==> config.mk <==
export PLATFORM = sky130hd
export DESIGN_NAME = uart_rx_decoder
export DESIGN_NICKNAME = d
export VERILOG_FILES = /design/src/rtl/uart_rx_decoder.sv
export SDC_FILE = /design/constraint.sdc
export NUM_CORES = 1
export LEC_CHECK = 0
export BUFFER_PORTS_ARGS = -buffer_cell sky130_fd_sc_hd__clkbuf_2
export CAP_MARGIN = 25
export CORE_MARGIN = 10
export CORE_UTILIZATION = 60
export CTS_CLUSTER_DIAMETER = 60
export DETAILED_ROUTE_END_ITERATION = 8
export GPL_ROUTABILITY_DRIVEN = 0
export PLACE_DENSITY_LB_ADDON = 0.25
export REMOVE_ABC_BUFFERS = 1
export SETUP_SLACK_MARGIN = 0.3
export SLEW_MARGIN = 25
export SYNTH_ARGS = -nofsm -noshare
export SYNTH_HDL_FRONTEND = slang
export SYNTH_SLANG_ARGS = --single-unit
==> constraint.sdc <==
create_clock -name i_clk12 -period 3.6 [get_ports i_clk12]
set_input_delay 0.72 -clock i_clk12 [delete_from_list [all_inputs] [get_ports i_clk12]]
set_output_delay 0.72 -clock i_clk12 [all_outputs]
set_load 0.01 [all_outputs]
==> src/rtl/uart_rx_decoder.sv <==
// uart_rx_decoder: 8N1 UART receiver with a 2-FF synchronizer, 3-sample mid-bit majority vote,
// a valid/ready holding register, and framing-error / overrun pulses.
// Ports:
//   i_clk12       sole clock
//   i_reset       synchronous active-high reset
//   i_rx          asynchronous serial line, idle high
//   o_rx_data     received byte, valid while o_rx_valid=1
//   o_rx_valid    byte available in the holding register
//   i_rx_ready    consumer takes the byte when o_rx_valid && i_rx_ready at an edge
//   o_frame_err   one-cycle pulse: stop bit sampled low
//   o_overrun     one-cycle pulse: completed byte dropped because the holding register was full
//   o_busy        receiver not idle
//   o_frame_count bytes delivered to the holding register, wraps
module uart_rx_decoder #(
    parameter int CLKS_PER_BIT = 104
) (
    input  logic        i_clk12,
    input  logic        i_reset,
    input  logic        i_rx,
    output logic [7:0]  o_rx_data,
    output logic        o_rx_valid,
    input  logic        i_rx_ready,
    output logic        o_frame_err,
    output logic        o_overrun,
    output logic        o_busy,
    output logic [15:0] o_frame_count
);
    localparam int H  = CLKS_PER_BIT / 2;
    localparam int CW = $clog2(CLKS_PER_BIT);

    typedef enum logic [2:0] {IDLE, START, DATA, STOP, BREAK} state_t;

    state_t        r_state, w_next;
    logic          r_s1, r_rx_s;
    logic [CW-1:0] r_cnt;
    logic [2:0]    r_bit;
    logic [1:0]    r_smp;
    logic [7:0]    r_shift;
    logic          r_done, r_ferr;
    logic          w_dec, w_end, w_maj;

    always_ff @(posedge i_clk12) begin
        r_state <= i_reset ? IDLE : w_next;
    end

    always_comb begin
        w_next = r_state;
        case (r_state)
            IDLE:    w_next = r_rx_s ? IDLE : START;
            START:   w_next = (w_dec && w_maj) ? IDLE : w_end ? DATA : START;
            DATA:    w_next = (w_end && r_bit == 3'd7) ? STOP : DATA;
            STOP:    w_next = w_dec ? (w_maj ? IDLE : BREAK) : STOP;
            BREAK:   w_next = r_rx_s ? IDLE : BREAK;
            default: w_next = IDLE;
        endcase
    end

    // r_cnt trails the line-cycle index of the current bit by one: the value of r_rx_s seen
    // at the edge where r_cnt==c is line cycle c+1 of the bit. So the samples taken at
    // r_cnt==H-2, H-1 and the live r_rx_s at r_cnt==H are line cycles H-1, H, H+1.
    always_comb begin
        w_dec = r_cnt == CW'(H);
        w_end = r_cnt == CW'(CLKS_PER_BIT - 1);
        w_maj = (r_smp[0] & r_smp[1]) | (r_smp[0] & r_rx_s) | (r_smp[1] & r_rx_s);
    end

    always_ff @(posedge i_clk12) begin
        if (i_reset) begin
            r_s1          <= 1'b1;
            r_rx_s        <= 1'b1;
            r_cnt         <= '0;
            r_bit         <= '0;
            r_smp         <= '0;
            r_shift       <= '0;
            r_done        <= 1'b0;
            r_ferr        <= 1'b0;
            o_rx_data     <= '0;
            o_rx_valid    <= 1'b0;
            o_frame_err   <= 1'b0;
            o_overrun     <= 1'b0;
            o_busy        <= 1'b0;
            o_frame_count <= '0;
        end else begin
            r_s1   <= i_rx;
            r_rx_s <= r_s1;
            r_cnt  <= (r_state == IDLE || w_end) ? '0 : r_cnt + 1'b1;
            if (r_cnt == CW'(H - 2)) r_smp[0] <= r_rx_s;
            if (r_cnt == CW'(H - 1)) r_smp[1] <= r_rx_s;
            if (r_state == START) r_bit <= '0;
            else if (r_state == DATA && w_end) r_bit <= r_bit + 1'b1;
            if (r_state == DATA && w_dec) r_shift <= {w_maj, r_shift[7:1]};
            // Stop-bit outcome is staged one cycle so delivery and error land on the same edge.
            r_done      <= r_state == STOP && w_dec && w_maj;
            r_ferr      <= r_state == STOP && w_dec && !w_maj;
            o_busy      <= w_next != IDLE;
            o_frame_err <= r_ferr;
            o_overrun   <= r_done && o_rx_valid && !i_rx_ready;
            if (r_done && (!o_rx_valid || i_rx_ready)) begin
                o_rx_data     <= r_shift;
                o_rx_valid    <= 1'b1;
                o_frame_count <= o_frame_count + 1'b1;
            end else if (o_rx_valid && i_rx_ready) begin
                o_rx_valid <= 1'b0;
            end
        end
    end
endmodule

==> summary.md <==
| Metric | Value |
|---|---|
| Min Tclk post-route | `1.92 ns` |
| Largest net degree at the start of global routing | `45` |
| LEAKAGE | `~1.0 nW` |
| Num rows | `22` |
| Crit. End Element | `flop` |
| I/O pins | `32` |
| First-pass GRT wire length | `between 7000 and 8000 um` |
| Fin nets | `289` |
| CTS max path bufs | `2` |
| CTS tree | `built` |
| Pre-antenna DRT Iters | `4` |
| Ys flop type | `dfxtp_1` |
| Top cell type's share of synthesized area | `47.7%` |
| Worst-path fanout max | `11` |
| DPL Wire Length | `3190 um` |
| Synth top area cells | `dfxtp_1 48%, mux2i_1 5.2%, nor2_1 4.7%` |
| Synthesis-to-layout area growth | `11.3%` |
| Final Max Tran Viols | `0` |
| Setup TNS | `0 ns` |
| Final total power | `0.983 mW` |
| Synth top cells by count | `55 x dfxtp_1, 29 x nor2_1, 25 x nand2_1` |
| Number of remaining DRC errors | `0` |
| Final-report setup violation count | `0` |
| Final period util | `between 50% and 60%` |
| Type of the worst min-delay path | `reg -> reg` |
| Worst vdd ir | `357 uV` |
| Antenna fix cells | `0` |
| Initial antenna violation count | `0` |
| Post-route ant nets | `0` |
| Crit path max-delay family | `simple AND/OR/NAND/NOR gates` |
| Number of global-route vias before repair | `about 1700` |
| Ys async rst share | `0%` |
| Worst Path Buf+Inv | `1` |
| Via/cell ratio | `about 5.5` |
| Met2 routed WL | `2120 um` |
| Netlist cell types | `45` |
| Routed vias | `1808` |
| Status | `complete, no violations` |
| RSZ-0062 raised after global routing | `no` |
| Number of flops mapped to enable cells by yosys | `0` |
| CTS buffer count | `5` |
| Mapped Cells | `253` |
| Core Area | `3690 um^2` |
| I/O Buffers | `31` |
| CP Class | `in -> reg` |
| Register area share after synthesis | `47.7%` |
| Hold Fails Final Rpt | `0` |
| Synth Warn # | `0` |
| WL met3 | `approximately 250 um` |
| Detailed Route WL | `4360 um` |
| Worst Skew | `0.00758 ns` |
| Slowest-stage cell, CP | `nand4_1` |
| Fmax | `between 500 and 600 MHz` |
| Synthesized cell area | `2310 um^2` |
| Dpl ws | `1.34 ns` |
| Wire per inst | `13.3 um` |
| Power per standard cell area | `~380 nW/um^2` |
| Slew HR | `70.4%` |
| GRT overflow | `0` |
| H-tree depth | `2` |
| Initial core utilization | `62.6%` |
| Worst-margin pin slew | `0.444 ns` |
| Fin Hold WS | `0.420 ns` |
| Startpoint types | `input port` |
| Crit path DAT | `2.13 ns` |
| Gr usage total | `13.5%` |
| Synth Area per Inst | `about 9 um^2` |
| Core Util, Final | `69.7%` |
| Die W | `about 80 um` |
| DIE AREA | `6730 um^2` |
| Slowest stage delay, CP | `~0.40 ns` |
| Register bit total from synthesis | `55` |
| CTS sink cnt | `55` |
| CTS clk-pin slew, worst paths | `roughly 0.10 ns` |
| Count leader, synth | `dfxtp_1` |
| Later-pin clock latency in the skew report | `0.31 ns` |
| CTS Root Cell | `clkbuf_8` |
| Final worst setup slack | `1.68 ns` |
| Post-CTS resize count | `0` |
| Die H | `82.0 um` |
| Share of cells above drive strength 1 | `20.4%` |
| Hold Buf Count CTS | `0` |
| Max-cap violations | `0` |
| DR iter-0 viols | `69` |
| Setup bufs post-CTS | `0` |
| Req. time, crit path | `3.81 ns` |
| Crit path cell chain | `clkbuf_2 > nand2b_1 > nand4_1 > nor4_1 > mux2_2` |
| Wl on met1 | `1920 um` |
| DR top layer | `met4` |
| Largest area contributor in the netlist | `dfxtp_1` |
stage by stage:
| step | std cells | area (um^2) |
|---|---|---|
| after global routing | 328 | 2570 |
| after detailed placement | 320 | 2470 |
| final | 328 | 2570 |
| after CTS | 328 | 2570 |
| after global placement | 320 | 2470 |
| after floorplan | 240 | 2250 |
layout make-up:
class | instances | area, um^2
Fill cell | 330 | 1120
Multi-Input combinational cell | 175 | 1110
Sequential cell | 55 | 1100
Timing Repair Buffer | 32 | 163
Clock buffer | 6 | 82.6
Tap cell | 48 | 60.1
Inverter | 10 | 37.5
Clock inverter | 2 | 16.3
path summary, 6_finish.rpt:
check / from / end / slack (ns) / cells past startpoint
hold reg to reg: r_s1 / r_rx_s / 0.42 / 1
setup reg to reg: o_frame_count[0] / o_frame_count[14] / 1.84 / 4
setup / recovery: i_rx_ready / o_frame_count[15] / 1.68 / 5
hold / removal: r_s1 / r_rx_s / 0.42 / 1
routing by layer:
layer	vias to the layer above	track usage (%)
met5	-	0
met4	0	4.08
met3	5	4.69
met2	32	23.7
met1	850	15.0
li1	921	-
registers in the layout, indices dropped and copies added, names as in the netlist, 2 cells and up:
name           cells
r_shift            8
o_rx_data          8
r_bit              3
r_smp              2
r_cnt              7
o_frame_count     16
r_state            3
report_power, final:
part	switching (mW)	internal [mW]
Combinational	0.0135	0.00734
Sequential	0.00208	0.610
Clock	0.193	0.157
cells in the final DEF (no fill, tap or decap), drive strengths merged, types with 4 or more instances in the layout:
master / n
nand3: 7
clkbuf: 37
ha: 6
nor2: 29
dfxtp: 55
xnor2: 4
nand4: 6
inv: 10
or3: 6
xor2: 5
nand2: 25
o21ai: 5
a21oi: 18
mux2i: 12
nor2b: 5
or2: 5
and2: 4
worst register-to-register path: stages, from the launching register on:
cell and delay [ns]:
dfxtp_1 0.39, ha_1 0.18, nand4_1 0.31, nor4_1 0.40, mux2_2 0.37
cell families after synthesis:
logic type | Yosys count | share of synthesized area, %
buf+inv | 23 | 4.23
flops | 55 | 47.7
compound gates | 38 | 10.4
fa+ha+maj | 7 | 3.69
simple gates | 106 | 23.9
mux | 15 | 6.67
xor+xnor | 9 | 3.41
Note: power is estimated with default switching activity, not from simulation.
